`config.mk`:
```
export PLATFORM = sky130hd
export DESIGN_NAME = stream_mux
export DESIGN_NICKNAME = d
export VERILOG_FILES = /design/src/rtl/stream_mux_pkg.sv /design/src/rtl/rr_arbiter.sv /design/src/rtl/stream_mux.sv
export SDC_FILE = /design/constraint.sdc
export NUM_CORES = 1
export LEC_CHECK = 0
export ABC_AREA = 1
export CAP_MARGIN = 20
export CORE_AREA = 2 2 39 41
export CTS_BUF_LIST = sky130_fd_sc_hd__clkbuf_8
export CTS_CLUSTER_DIAMETER = 40
export DETAILED_ROUTE_END_ITERATION = 8
export DIE_AREA = 0 0 41 43
export GPL_ROUTABILITY_DRIVEN = 0
export GPL_TIMING_DRIVEN = 0
export PLACE_DENSITY = 0.65
export RECOVER_POWER = 100
export SKIP_LAST_GASP = 1
export SYNTH_ARGS = -nofsm -noshare
export SYNTH_HDL_FRONTEND = slang
export SYNTH_SLANG_ARGS = --single-unit
```
`constraint.sdc`:
```
create_clock -name Clk -period 2.3 [get_ports Clk]
set_clock_uncertainty 0.2 [all_clocks]
set_input_delay 0.575 -clock Clk [delete_from_list [all_inputs] [get_ports Clk]]
set_output_delay 0.575 -clock Clk [all_outputs]
set_load 0.05 [all_outputs]
```
`src/rtl/stream_mux_pkg.sv`:
```
// Shared types and constants for the stream_mux N:1 registered multiplexer.
package stream_mux_pkg;

    typedef enum logic {
        MODE_FIXED = 1'b0,
        MODE_RR    = 1'b1
    } mode_e;

    localparam int COUNT_W = 16;
    localparam logic [COUNT_W-1:0] COUNT_MAX = '1;

    function automatic logic [COUNT_W-1:0] sat_inc(input logic [COUNT_W-1:0] value);
        return (value == COUNT_MAX) ? value : value + 1'b1;
    endfunction

endpackage

```
`src/rtl/rr_arbiter.sv`:
```
// Round-robin arbiter: searches upward from the channel after the last winner.
// The pointer moves only when Advance is asserted by the owner of the grant.
module rr_arbiter #(
    parameter int N    = 2,
    parameter int SELW = (N > 1) ? $clog2(N) : 1
) (
    input  logic            Clk,
    input  logic            Rst,
    input  logic [N-1:0]    Req,
    input  logic            Advance,
    output logic [N-1:0]    Gnt,
    output logic [SELW-1:0] Gnt_Idx
);

    logic [SELW-1:0] last;

    always_comb begin
        logic            found;
        logic [SELW-1:0] cand;
        Gnt     = '0;
        Gnt_Idx = '0;
        found   = 1'b0;
        cand    = '0;
        for (int k = 1; k <= N; k++) begin
            cand = SELW'((int'(last) + k) % N);
            if (!found && Req[cand]) begin
                found       = 1'b1;
                Gnt[cand]   = 1'b1;
                Gnt_Idx     = cand;
            end
        end
    end

    // Reset to N-1 so that channel 0 is searched first.
    always_ff @(posedge Clk or posedge Rst) begin
        if (Rst) begin
            last <= SELW'(N - 1);
        end else if (Advance) begin
            last <= Gnt_Idx;
        end
    end

endmodule

```
`src/rtl/stream_mux.sv`:
```
// N:1 valid/ready stream multiplexer with a one-entry registered output,
// fixed or round-robin selection. STREAM_MUX_COUNT_EN adds per-channel transfer counters.
module stream_mux
    import stream_mux_pkg::*;
#(
    parameter int WIDTH = 4,
    parameter int N     = 2,
    parameter int SELW  = (N > 1) ? $clog2(N) : 1
) (
    input  logic               Clk,
    input  logic               Rst,
    input  logic [N*WIDTH-1:0] In_Data,
    input  logic [N-1:0]       In_Valid,
    output logic [N-1:0]       In_Ready,
    input  logic [SELW-1:0]    Sel,
    input  logic               Mode,
    output logic [WIDTH-1:0]   Out_Data,
    output logic [SELW-1:0]    Out_Chan,
    output logic               Out_Valid,
    input  logic               Out_Ready
`ifdef STREAM_MUX_COUNT_EN
    ,
    input  logic               Count_Clr,
    output logic [N*COUNT_W-1:0] Xfer_Count
`endif
);

    mode_e           mode;
    logic [N-1:0]    gnt_fix;
    logic [SELW-1:0] idx_fix;
    logic [N-1:0]    gnt_rr;
    logic [SELW-1:0] idx_rr;
    logic [N-1:0]    grant;
    logic [SELW-1:0] grant_idx;
    logic [WIDTH-1:0] grant_data;
    logic            load;
    logic            xfer;

    assign mode = mode_e'(Mode);

    // A select beyond the last channel never grants.
    always_comb begin
        gnt_fix = '0;
        idx_fix = '0;
        if (N == 1) begin
            gnt_fix[0] = In_Valid[0];
        end else if (int'(Sel) < N) begin
            gnt_fix[Sel] = In_Valid[Sel];
            idx_fix      = Sel;
        end
    end

    rr_arbiter #(
        .N    (N),
        .SELW (SELW)
    ) u_rr_arbiter (
        .Clk     (Clk),
        .Rst     (Rst),
        .Req     (In_Valid),
        .Advance (xfer && (mode == MODE_RR)),
        .Gnt     (gnt_rr),
        .Gnt_Idx (idx_rr)
    );

    assign grant     = (mode == MODE_RR) ? gnt_rr : gnt_fix;
    assign grant_idx = (mode == MODE_RR) ? idx_rr : idx_fix;
    assign load      = !Out_Valid || Out_Ready;
    assign In_Ready  = load ? grant : '0;
    assign xfer      = load && (|grant);

    always_comb begin
        grant_data = '0;
        for (int i = 0; i < N; i++) begin
            if (grant[i]) begin
                grant_data = In_Data[i*WIDTH +: WIDTH];
            end
        end
    end

    always_ff @(posedge Clk or posedge Rst) begin
        if (Rst) begin
            Out_Valid <= 1'b0;
            Out_Data  <= '0;
            Out_Chan  <= '0;
        end else if (load) begin
            if (xfer) begin
                Out_Valid <= 1'b1;
                Out_Data  <= grant_data;
                Out_Chan  <= grant_idx;
            end else begin
                Out_Valid <= 1'b0;
            end
        end
    end

`ifdef STREAM_MUX_COUNT_EN
    for (genvar i = 0; i < N; i++) begin : g_cnt
        logic [COUNT_W-1:0] cnt;

        // Clear takes priority over a same-cycle transfer.
        always_ff @(posedge Clk or posedge Rst) begin
            if (Rst) begin
                cnt <= '0;
            end else if (Count_Clr) begin
                cnt <= '0;
            end else if (In_Valid[i] && In_Ready[i]) begin
                cnt <= sat_inc(cnt);
            end
        end

        assign Xfer_Count[i*COUNT_W +: COUNT_W] = cnt;
    end
`endif

endmodule

```
* Word-level counts from Yosys, hierarchy flattened
Index checks and enable logic that the tools add are counted.
Word-level totals: register bits after elaboration 7, input bits 15, output and inout port bits 8
Cells by class: bitwise operators 2, reduce and logical (&&, ||, !) cells 11, multiplexer cells 23, magnitude comparators 6, add/subtract/negate cells 2
Operators with widths (number):
- 1-bit 2-to-1 mux | 14
- 2-bit 2-to-1 mux | 4
- 4-bit 2-to-1 mux | 2
- 1-bit logical AND | 6
- 1-bit by 2-bit less-than comparator with 1-bit output, second input constant | 3
- 1-bit demux with 1-bit select | 3
- 1-bit >= comparator, second input constant | 3
- 1-bit adder, second input constant | 2
- 2-bit bitwise AND | 1
- 1-bit zero test | 2
- 2-bit bitwise OR | 1
- 2-bit AND reduction | 1
- 2-bit OR reduction | 1
- 1-bit logical OR | 1

* Logic depth before layout (Yosys ltp)
depth after elaboration 12, gate-level depth with buffers 8

* By module
From an unflattened synthesis, not the netlist that was laid out.
Unflattened totals: cells, all modules 68, area, all modules 450.4 um^2
By module, submodules not included:
- stream_mux | times used 1, seq. area each 150.1 um^2, cells each 57, area each 376.6 um^2
- rr_arbiter | times used 1, seq. area each 26.3 um^2, cells each 11, area each 73.8 um^2

* Worst setup path after synthesis
OpenSTA, ideal clock, no wires.
path kind input port to output port, start point input port Mode, end point output port In_Ready[1], buffers on the path 0, slack 0.248 ns, data arrival time 1.277 ns, required time 1.525 ns, stages on the path 5, cell sequence inv_2 -> nand3_1 -> nand2_1 -> nand2_2 -> inv_1
Between the ends: cells in the longest elaborated chain, start to end 2
Ends and longest elaborated chain:
- start, declared | RTL line stream_mux.sv:16 | input logic Mode,
- 2-bit 2-to-1 mux | RTL line stream_mux.sv:65 | assign grant = (mode == MODE_RR) ? gnt_rr : gnt_fix;
- 2-bit 2-to-1 mux | RTL line stream_mux.sv:68 | assign In_Ready = load ? grant : '0;
- end, declared | RTL line stream_mux.sv:14 | output logic [N-1:0] In_Ready,
No other way between the ends.

* Worst setup path after layout
start point input port Out_Ready, end point output port In_Ready[0]
Between the ends: cells in the longest elaborated chain, start to end 2
Ends and longest elaborated chain:
- start, declared | RTL line stream_mux.sv:20 | input logic Out_Ready
- 1-bit logical OR | RTL line stream_mux.sv:67 | assign load = !Out_Valid || Out_Ready;
- 2-bit 2-to-1 mux | RTL line stream_mux.sv:68
No other way between the ends.

==> reports/results.ini <==
[outcome]
outcome=complete, no violations

[global_routing]
grt_max_degree=8
gr-usage-met1=0.203
gr-total-overflow=0
grtUsageMet3=0.0314
antenna_found_initial=0
first_global_vias=428
grt_usage=0.160
grt_pass1_wl_um=1760
grt.busiest_layer=met2
grt_use_met2=0.209

[worst_setup_path]
cp.arrival_ns=1.50
worstPathRequired_ns=1.52
cp-end-kind=output port
critical_path.top_delay_family=buffers and inverters
rr_endpoint=Out_Chan
slowest_delay_ns=0.45
reg2reg_from=u_rr_arbiter.last
cp-startpoint=Out_Ready
path_class=primary input to output port
r2r_slack_ns=0.66
path_buf_inv=4
crit_path_top_delay_cell=clkdlybuf4s50_1
crit_fanout=3
path_cells=clkdlybuf4s50_1, inv_1, nand2_2, nand3_4, inv_2, buf_8
r2r_cells=6
cp-start-kind=primary input

[synth]
ys_dominant_reg_cell=dfrtp_1
synth_largest_area_cell=dfrtp_1
synth_nets=70
postSynthAreaPerCell_um2=7.53
ys_ff_latch=7
synthArstFlopShare=1.00
synth_edf_count=0
synth_area_um2=414
synthMuxAreaShare=0
synth_area_leaders=dfrtp_1 (36%), nand2_1 (20%), nand3_1 (15%), dfstp_2 (6.3%), inv_1 (4.5%)
syn-instance-count=55
yosysMostFrequentCell=nand2_1
synth_compound_area_frac=0.0393
synth_top_family_by_area=simple AND/OR/NAND/NOR gates
ys_seq_area_frac=0.426
synth_commonest_cells=nand2_1 (22), nand3_1 (12), dfrtp_1 (6), inv_1 (5), nor2_1 (2)
yosys_warnings=0
synth_cell_types=13
synth.top_cell.area_share=0.363
synth-simple-area-share=0.480
synth_fa_ha_area_frac=0
synthXorXnorAreaFrac=0

[floorplan]
start_util=0.299
die-area_um2=1760
core_um2=1380
die_width_um=41
ios=23
rows=14
dieHeight_um=43

[power_and_ir_drop]
switching_power_uw=246
p_int_uw=385
p_leak_uw=0.000394
p_sw_frac=0.390
clkPwrFrac=0.265
seq_power_share=0.274
combPwrFrac=0.461
p_per_area_nw_per_um2=830
ir_drop_v=0.000534

[route]
via_per_inst=4.29
dr.pass1.iters=4
drt_iter0_drc=6
drc=0
vias=450
ant_nets=0
avgRoutedWirePerCell_um=10.2
drt_wl_total_um=1070

[clocking]
cts.sinks=7
hold_buffers=0
clock_path_buffers=2
insertion_delay_ns=0.23
cts-root-buf=clkbuf_8
path_clk_slew_ns=0.04
cts_buffers=3
cts_tree=yes
cts-htree-levels=1

[cells_and_area]
n_fill_cell=146
areaGrowthSynthToFinish_pct=83.4
fin_area_um2=759
final_cells=105
drive_gt1_frac=0.236
nets=105
antenna_cells=0

[placement]
dp_cells=93
dpl_cell_area_um2=654
portBuffers=22
place_hpwl_um=731
pre_cts_ws_ns=-0.952

[sta]
period_share=0.987
slew_viol_final=0
slew-limit-headroom=0.665
fmax_mhz=440
fin_ws_ns=0.0293
final.min_clock_period_ns=2.27
rsz0062_at_grt=false
worstMarginPinSlew_ns=0.501
hold_viol_final=0
setup-violations-final=0

[hold_path]
min_to=u_rr_arbiter.last
hp-class=flip-flop to flip-flop
holdPathStages=2
min-delay-start=u_rr_arbiter.last

[run]
maxCapViolations=0

[per-stage QoR]
stage	util	power (µW)	TNS [ns]	hold slack, ns
floorplan	-	346	0	0.178
global route	0.549	667	0	0.299
global placement	0.473	444	-1.86	0.257
finish	0.549	630	0	0.269
CTS	0.552	642	0	0.271
detailed placement	0.473	445	-1.88	0.266
[flip-flops by register name (all words and copies together) (netlist names)]
register and cells:
Out_Chan 1, Out_Data 4, Out_Valid 1, u_rr_arbiter.last 1
[power by group through the flow]
| stage | Clock (µW) | Combinational [µW] | Sequential [µW] |
|---|---|---|---|
| floorplan | 0 | 84.6 | 262 |
| global placement | 0 | 271 | 174 |
| detailed placement | 0 | 271 | 174 |
| CTS | 173 | 296 | 173 |
| global route | 177 | 311 | 178 |
| finish | 167 | 290 | 173 |
[worst max path at each step]
stage	end	slack, ns	cells past startpoint
after floorplan	In_Ready[1]	0.25	5
after global placement	In_Ready[0]	-0.94	6
after detailed placement	In_Ready[0]	-0.95	6
after CTS	In_Ready[0]	0.03	6
after global routing	In_Ready[0]	0.0005	6
final	In_Ready[0]	0.03	6
[layout by cell type (no fill, tap or decap), types with 2 or more instances in the layout]
| cell | synthesis | routed |
|---|---|---|
| clkbuf_8 | 0 | 3 |
| dfrtp_1 | 6 | 6 |
| buf_4 | 0 | 7 |
| nand2_2 | 1 | 2 |
| nor2_1 | 2 | 2 |
| inv_1 | 5 | 4 |
| inv_2 | 1 | 3 |
| clkdlybuf4s50_1 | 0 | 15 |
| nand2_1 | 22 | 21 |
| nand3_1 | 12 | 12 |
| dlygate4sd2_1 | 0 | 4 |
[logic make-up after synthesis]
| logic type | Yosys count |
|---|---|
| DFF | 7 |
| buffers and inverters | 6 |
| AOI/OAI and AO/OA | 1 |
| and+or+nand+nor | 41 |
[final cells by class]
cell class | instances | area, µm² | area share
timing repair buffer | 30 | 278 | 0.366
inverter | 6 | 22.5 | 0.0297
sequential | 7 | 176 | 0.232
clock buffer | 3 | 41.3 | 0.0544
tap | 16 | 20.0 | 0.0264
clock inverter | 1 | 3.75 | 0.00494
multi-input combinational | 42 | 218 | 0.287
[metal layers]
metal / part of all wire / routed length, µm
met3: 0.068 / 73
met5: 0 / 0
met4: 0.046 / 49
met1: 0.44 / 470
met2: 0.45 / 481
[tightest hold or removal path: stages (launching register included)]
cell	delay, ns
dfstp_2	0.36
nand2_1	0.06
nand2_1	0.04
[repair_timing]
item                       4_1_cts  5_1_grt
setup endpoints to repair        2        1
gates resized for setup         24        0
pin swaps                        3        0
hold endpoints to repair         0        0
buffers inserted                 7        1
(Power assumes the default switching activity.)
